`config.mk`:
```
export PLATFORM = sky130hd
export DESIGN_NAME = pulse_gap_shaper
export DESIGN_NICKNAME = d
export VERILOG_FILES = /design/src/rtl/pulse_gap_shaper.sv
export SDC_FILE = /design/constraint.sdc
export NUM_CORES = 1
export LEC_CHECK = 0
export ABC_AREA = 1
export CORE_MARGIN = 2
export CORE_UTILIZATION = 33
export DETAILED_ROUTE_END_ITERATION = 12
export GPL_TIMING_DRIVEN = 0
export HOLD_SLACK_MARGIN = 0.06
export PLACE_DENSITY = 0.61
export SLEW_MARGIN = 20
export SYNTH_ARGS = -nofsm -noshare
export SYNTH_HDL_FRONTEND = slang
export SYNTH_SLANG_ARGS = --single-unit
export TNS_END_PERCENT = 100
```
`constraint.sdc`:
```
create_clock -name tx_clk -period 3.7 [get_ports tx_clk]
set_input_delay 0.37 -clock tx_clk [delete_from_list [all_inputs] [get_ports tx_clk]]
set_output_delay 0.37 -clock tx_clk [all_outputs]
set_load 0.01 [all_outputs]
```
`src/rtl/pulse_gap_shaper.sv`:
```
// Pulse queue and spacer for the TX domain. Counts incoming event pulses and
// re-emits them one at a time, at least GAP cycles apart, ahead of a pulse synchronizer.
module pulse_gap_shaper #(
   parameter int unsigned CNT_WIDTH = 4,
   parameter int unsigned GAP       = 4
) (
   input  logic                 tx_clk,
   input  logic                 tx_rst_b,
   input  logic                 in_pulse,
   input  logic                 ovf_clr,
   output logic                 out_pulse,
   output logic [CNT_WIDTH-1:0] pending,
   output logic                 overflow,
   output logic                 busy
);

   localparam logic [0:0]           StReady = 1'b0;
   localparam logic [0:0]           StHold  = 1'b1;
   localparam logic [7:0]           GapLoad = 8'(GAP - 1);
   localparam logic [CNT_WIDTH-1:0] CntFull = '1;
   localparam logic [CNT_WIDTH-1:0] CntOne  = CNT_WIDTH'(1);

   logic [0:0]           state_q, state_d;
   logic [7:0]           gap_q, gap_d;
   logic [CNT_WIDTH-1:0] pend_q, pend_d;
   logic                 ovf_q, ovf_d;
   logic                 out_q, out_d;
   logic                 issue, accept, drop;

   // An issue on this edge frees a slot, so a full counter may still accept.
   always_comb begin
      issue  = (state_q == StReady) && (pend_q != '0);
      accept = in_pulse && ((pend_q != CntFull) || issue);
      drop   = in_pulse && !accept;

      pend_d = pend_q;
      if (accept && !issue) begin
         pend_d = pend_q + CntOne;
      end else if (!accept && issue) begin
         pend_d = pend_q - CntOne;
      end

      ovf_d = ovf_q;
      if (drop) begin
         ovf_d = 1'b1;
      end else if (ovf_clr) begin
         ovf_d = 1'b0;
      end
   end

   always_comb begin
      state_d = state_q;
      gap_d   = gap_q;
      out_d   = 1'b0;
      case (state_q)
         StReady: begin
            if (issue) begin
               out_d   = 1'b1;
               gap_d   = GapLoad;
               state_d = StHold;
            end
         end
         StHold: begin
            gap_d = gap_q - 8'd1;
            if (gap_q == 8'd1) begin
               state_d = StReady;
            end
         end
         default: state_d = StReady;
      endcase
   end

   always_ff @(posedge tx_clk or negedge tx_rst_b) begin
      if (!tx_rst_b) begin
         state_q <= StReady;
         gap_q   <= 8'd0;
         pend_q  <= '0;
         ovf_q   <= 1'b0;
         out_q   <= 1'b0;
      end else begin
         state_q <= state_d;
         gap_q   <= gap_d;
         pend_q  <= pend_d;
         ovf_q   <= ovf_d;
         out_q   <= out_d;
      end
   end

   assign out_pulse = out_q;
   assign pending   = pend_q;
   assign overflow  = ovf_q;
   assign busy      = (pend_q != '0) | out_q | (gap_q != 8'd0);

endmodule

```
==> reports/summary.log <==
qor: grt.maximum_number_of_pins_on_one_net_before_global_route_repair 16
qor: die.rows 18
qor: power_and_ir_drop.power_density_over_the_cells 774.1 mW/mm2
qor: placed_design.detailedPlace.worstSlack 1498 ps
qor: placed_design.dpl.cell_count 147
qor: grt.grt_first_pass_wirelength 2787 um
qor: clock_tree.cts_inserted_buffers 3
qor: placed_design.dp_hpwl 1246 um
qor: finish.insertedDiodeCount 0
qor: setup_path.critical_path.max_fanout 4
qor: finish.fin_cells 151
qor: sta.maxSlewViolCount 0
qor: synthesis.postSynthRegisterBits 15
qor: setup_path.cp_data_required_time 3330 ps
qor: power_and_ir_drop.clockPowerShare 12.1%
qor: setup_path.reg2reg_depth 11
qor: sta.least_margin_pin_slew 681.8 ps
qor: synthesis.yosysWarnings 0
qor: finish.nFillCells 253
qor: route.top_metal_layer_carrying_routed_signals met4
qor: route.detail_route.wirelength.met1 735 um
qor: sta.post-route-min-period 2146 ps
qor: die.top_level_ports 11
qor: setup_path.timing.critical_path.from_type flop
qor: sta.grt_setup_unrepaired false
qor: synthesis.netlist_area 852.1 um2
qor: placed_design.buffer_ports.inserted 10
qor: sta.final.setup.tns 0 ps
qor: setup_path.critPathMaxStageDelay 500 ps
qor: sta.fin_worst_skew 2.212 ps
qor: synthesis.postSynthCellCount 107
qor: clock_tree.ctsResizeCount 0
qor: clock_tree.cts_tree done
qor: sta.finalSetupViolCount 0
qor: grt.vias_in_the_first_global_route 647
qor: power_and_ir_drop.net-switching-power 336.1 uW
qor: finish.mostFrequentLayoutCells nand2_1, inv_1, dfrtp_1
qor: finish.syn2layout_area_growth 19.38%
qor: route.drt-initial-drc-count 21
qor: route.dr_wl_met3 80 um
qor: grt.grt_antenna_before_repair 0
qor: sta.layout_setup_ws 1554 ps
qor: sta.timing_limited_maximum_frequency 466.0 MHz
qor: clock_tree.max-clock-path-buffers 2
qor: finish.final_common_cell nand2_1
qor: hold_path.hold_class primary input to asynchronous set/reset pin
qor: finish.design_area 0.001017 mm2
qor: synthesis.synthesis.nets 117
qor: power_and_ir_drop.total_leakage_power 0.0005130 uW
qor: clock_tree.clockRootBuffer clkbuf_4
qor: route.vias 713
qor: route.drt_wl_total 1634 um
qor: clock_tree.ctsHtreeMaxLevel 1
qor: route.drt_first_pass_iters 4
qor: setup_path.worst_ep_arrival_time 1780 ps
qor: setup_path.timing.setup.critical_path_class flop to output pin
qor: clock_tree.cts.sink_count 15
qor: sta.timing.final.crit_share 58.00%
qor: flow_run.max_cap_violations 0
qor: synthesis.synth.lib_cells_used.distinct 22
qor: power_and_ir_drop.intPower 451.4 uW
qor: finish.design.final.nets 132
qor: route.routed_wire_length_per_instance 10.82 um
qor: power_and_ir_drop.combPwrFrac 47.8%
qor: power_and_ir_drop.max-vdd-ir-drop 0.4055 mV
qor: grt.grt_overflow_total 0
qor: placed_design.gpl.final_weighted_congestion 0.7420
qor: clock_tree.cts_post_setup_buffers_inserted 0
qor: synthesis.postSynthAreaPerCell 7.963 um2
qor: outcome.run_status finished clean
qor: sta.timing_hold_violations_final 0
qor: sta.hold_slack 488.2 ps
qor: setup_path.critical_path.reg2reg.startpoint pending[0]$_DFFE_PN0P_
qor: synthesis.synth_seq_area_share 44.05%
qor: power_and_ir_drop.power_frac_seq 40.1%
qor: route.met2WireLength 803 um
qor: finish.final_layout_size_suffix_gt1_share 9.091%
qor: setup_path.endpoint_kind output pin
qor: die.design.die.area 0.003005 mm2
qor: clock_tree.clock_latency 290 ps
qor: power_and_ir_drop.power.switching_fraction 42.68%
qor: die.floorplan_die_height 54.82 um
qor: route.vias_per_cell 4.722
qor: setup_path.r2r_setup_slack 1610 ps
qor: setup_path.cp_slowest_cell clkdlybuf4s50_1
qor: route.route.antenna.remaining_nets 0
qor: placed_design.detailed_place.area 989.7 um2
qor: setup_path.critical_path.startpoint gap_q[1]$_DFFE_PN0P_
qor: clock_tree.hold_buffers 0
qor: die.design.core.area 0.002455 mm2
qor: setup_path.worstPathCellList inv_1 -> ha_1 -> nor3b_1 -> nand4_1 -> clkdlybuf4s50_1
qor: setup_path.rr_endpoint pending[3]$_DFFE_PN0P_
qor: sta.timing.max_slew.rel_slack 54.40%
qor: die.initial_core_util 34.71%
qor: route.drc_errors 0
qor: die.die_w 54.82 um
qor: grt.grt_usage 13.24%
qor: clock_tree.path_clk_slew 90 ps
metal layers:
| layer | up-vias | global-route usage, % |
|---|---|---|
| met2 | 14 | 22.42 |
| met3 | 2 | 4.918 |
| met4 | 0 | 2.500 |
| met1 | 332 | 15.99 |
| li1 | 365 | - |
| met5 | - | 0 |
stage by stage:
step	utilization (%)	power [uW]
after CTS	41.44	800.1
after floorplan	-	577.8
after detailed placement	40.32	700.3
after global placement	40.32	687.1
final	41.44	787.5
after global routing	41.44	876.0
synth_stat cells:
library cell	count	area, um2
o21ai_0	6	30.03
and3_1	1	6.260
and2_1	1	6.260
inv_2	2	7.510
nand3_1	6	30.03
o21ai_1	1	5.000
a22oi_1	1	7.510
nor3b_1	1	7.510
nand2_4	1	11.26
nand3_2	1	10.01
a21oi_1	1	5.000
nor2_2	2	12.51
or2_2	1	6.260
o22ai_1	1	6.260
dfrtp_1	15	375.4
nor2_1	11	41.29
xnor2_1	2	17.52
nand2_1	28	105.1
nand4_1	3	18.77
ha_1	5	62.56
inv_1	16	60.06
fa_1	1	20.02
cells by family (layout without fill, tap and decap cells):
kind of cell	count (synthesis)	count (layout)	share of synthesized area (%)
DFF	15	15	44.05
xor gates and xnor gates	2	2	2.056
AOI/OAI and AO/OA	10	10	6.314
and+or+nand+nor	56	56	29.96
adders and majority gates	6	6	9.692
buffers and inverters	18	32	7.930
state kept, by name (all words and copies together), names as in the netlist:
name,flops
overflow,1
pending,4
out_pulse,1
state_q,1
gap_q,8
final cells by class:
cell class                      count  area, um2  share of cell area [%]
Clock inverter                      1      5.005                  0.4920
Tap cell                           30      37.54                   3.690
Sequential cell                    15      375.4                   36.90
Multi-Input combinational cell     74      409.1                   40.22
Inverter                           18      67.56                   6.642
Clock buffer                        3      22.52                   2.214
Timing Repair Buffer               10      100.1                   9.840
critical path: cells and delay by family (launching register included):
kind,cells,cell delay [ps]
AND/OR/NAND/NOR,2,310
adder cells (fa/ha/maj),1,180
flip-flops,1,390
buffers and inverters,2,620
power groups by stage:
stage                     Clock [uW]  Combinational [uW]  Sequential (uW)
after floorplan                    0                 265              313
after global placement             0                 370              317
after detailed placement           0                 382              319
after CTS                       99.5                 384              317
after global routing             106                 438              332
final                           95.2                 377              316
worst max-delay path by stage:
| stage | cells after the start | to |
|---|---|---|
| final | 5 | busy |
| after global routing | 5 | busy |
| after CTS | 5 | busy |
| after detailed placement | 10 | pending[3]$_DFFE_PN0P_ |
| after global placement | 10 | pending[3]$_DFFE_PN0P_ |
| after floorplan | 11 | pending[3]$_DFFE_PN0P_ |
Note: power is estimated with default switching activity, not from simulation.
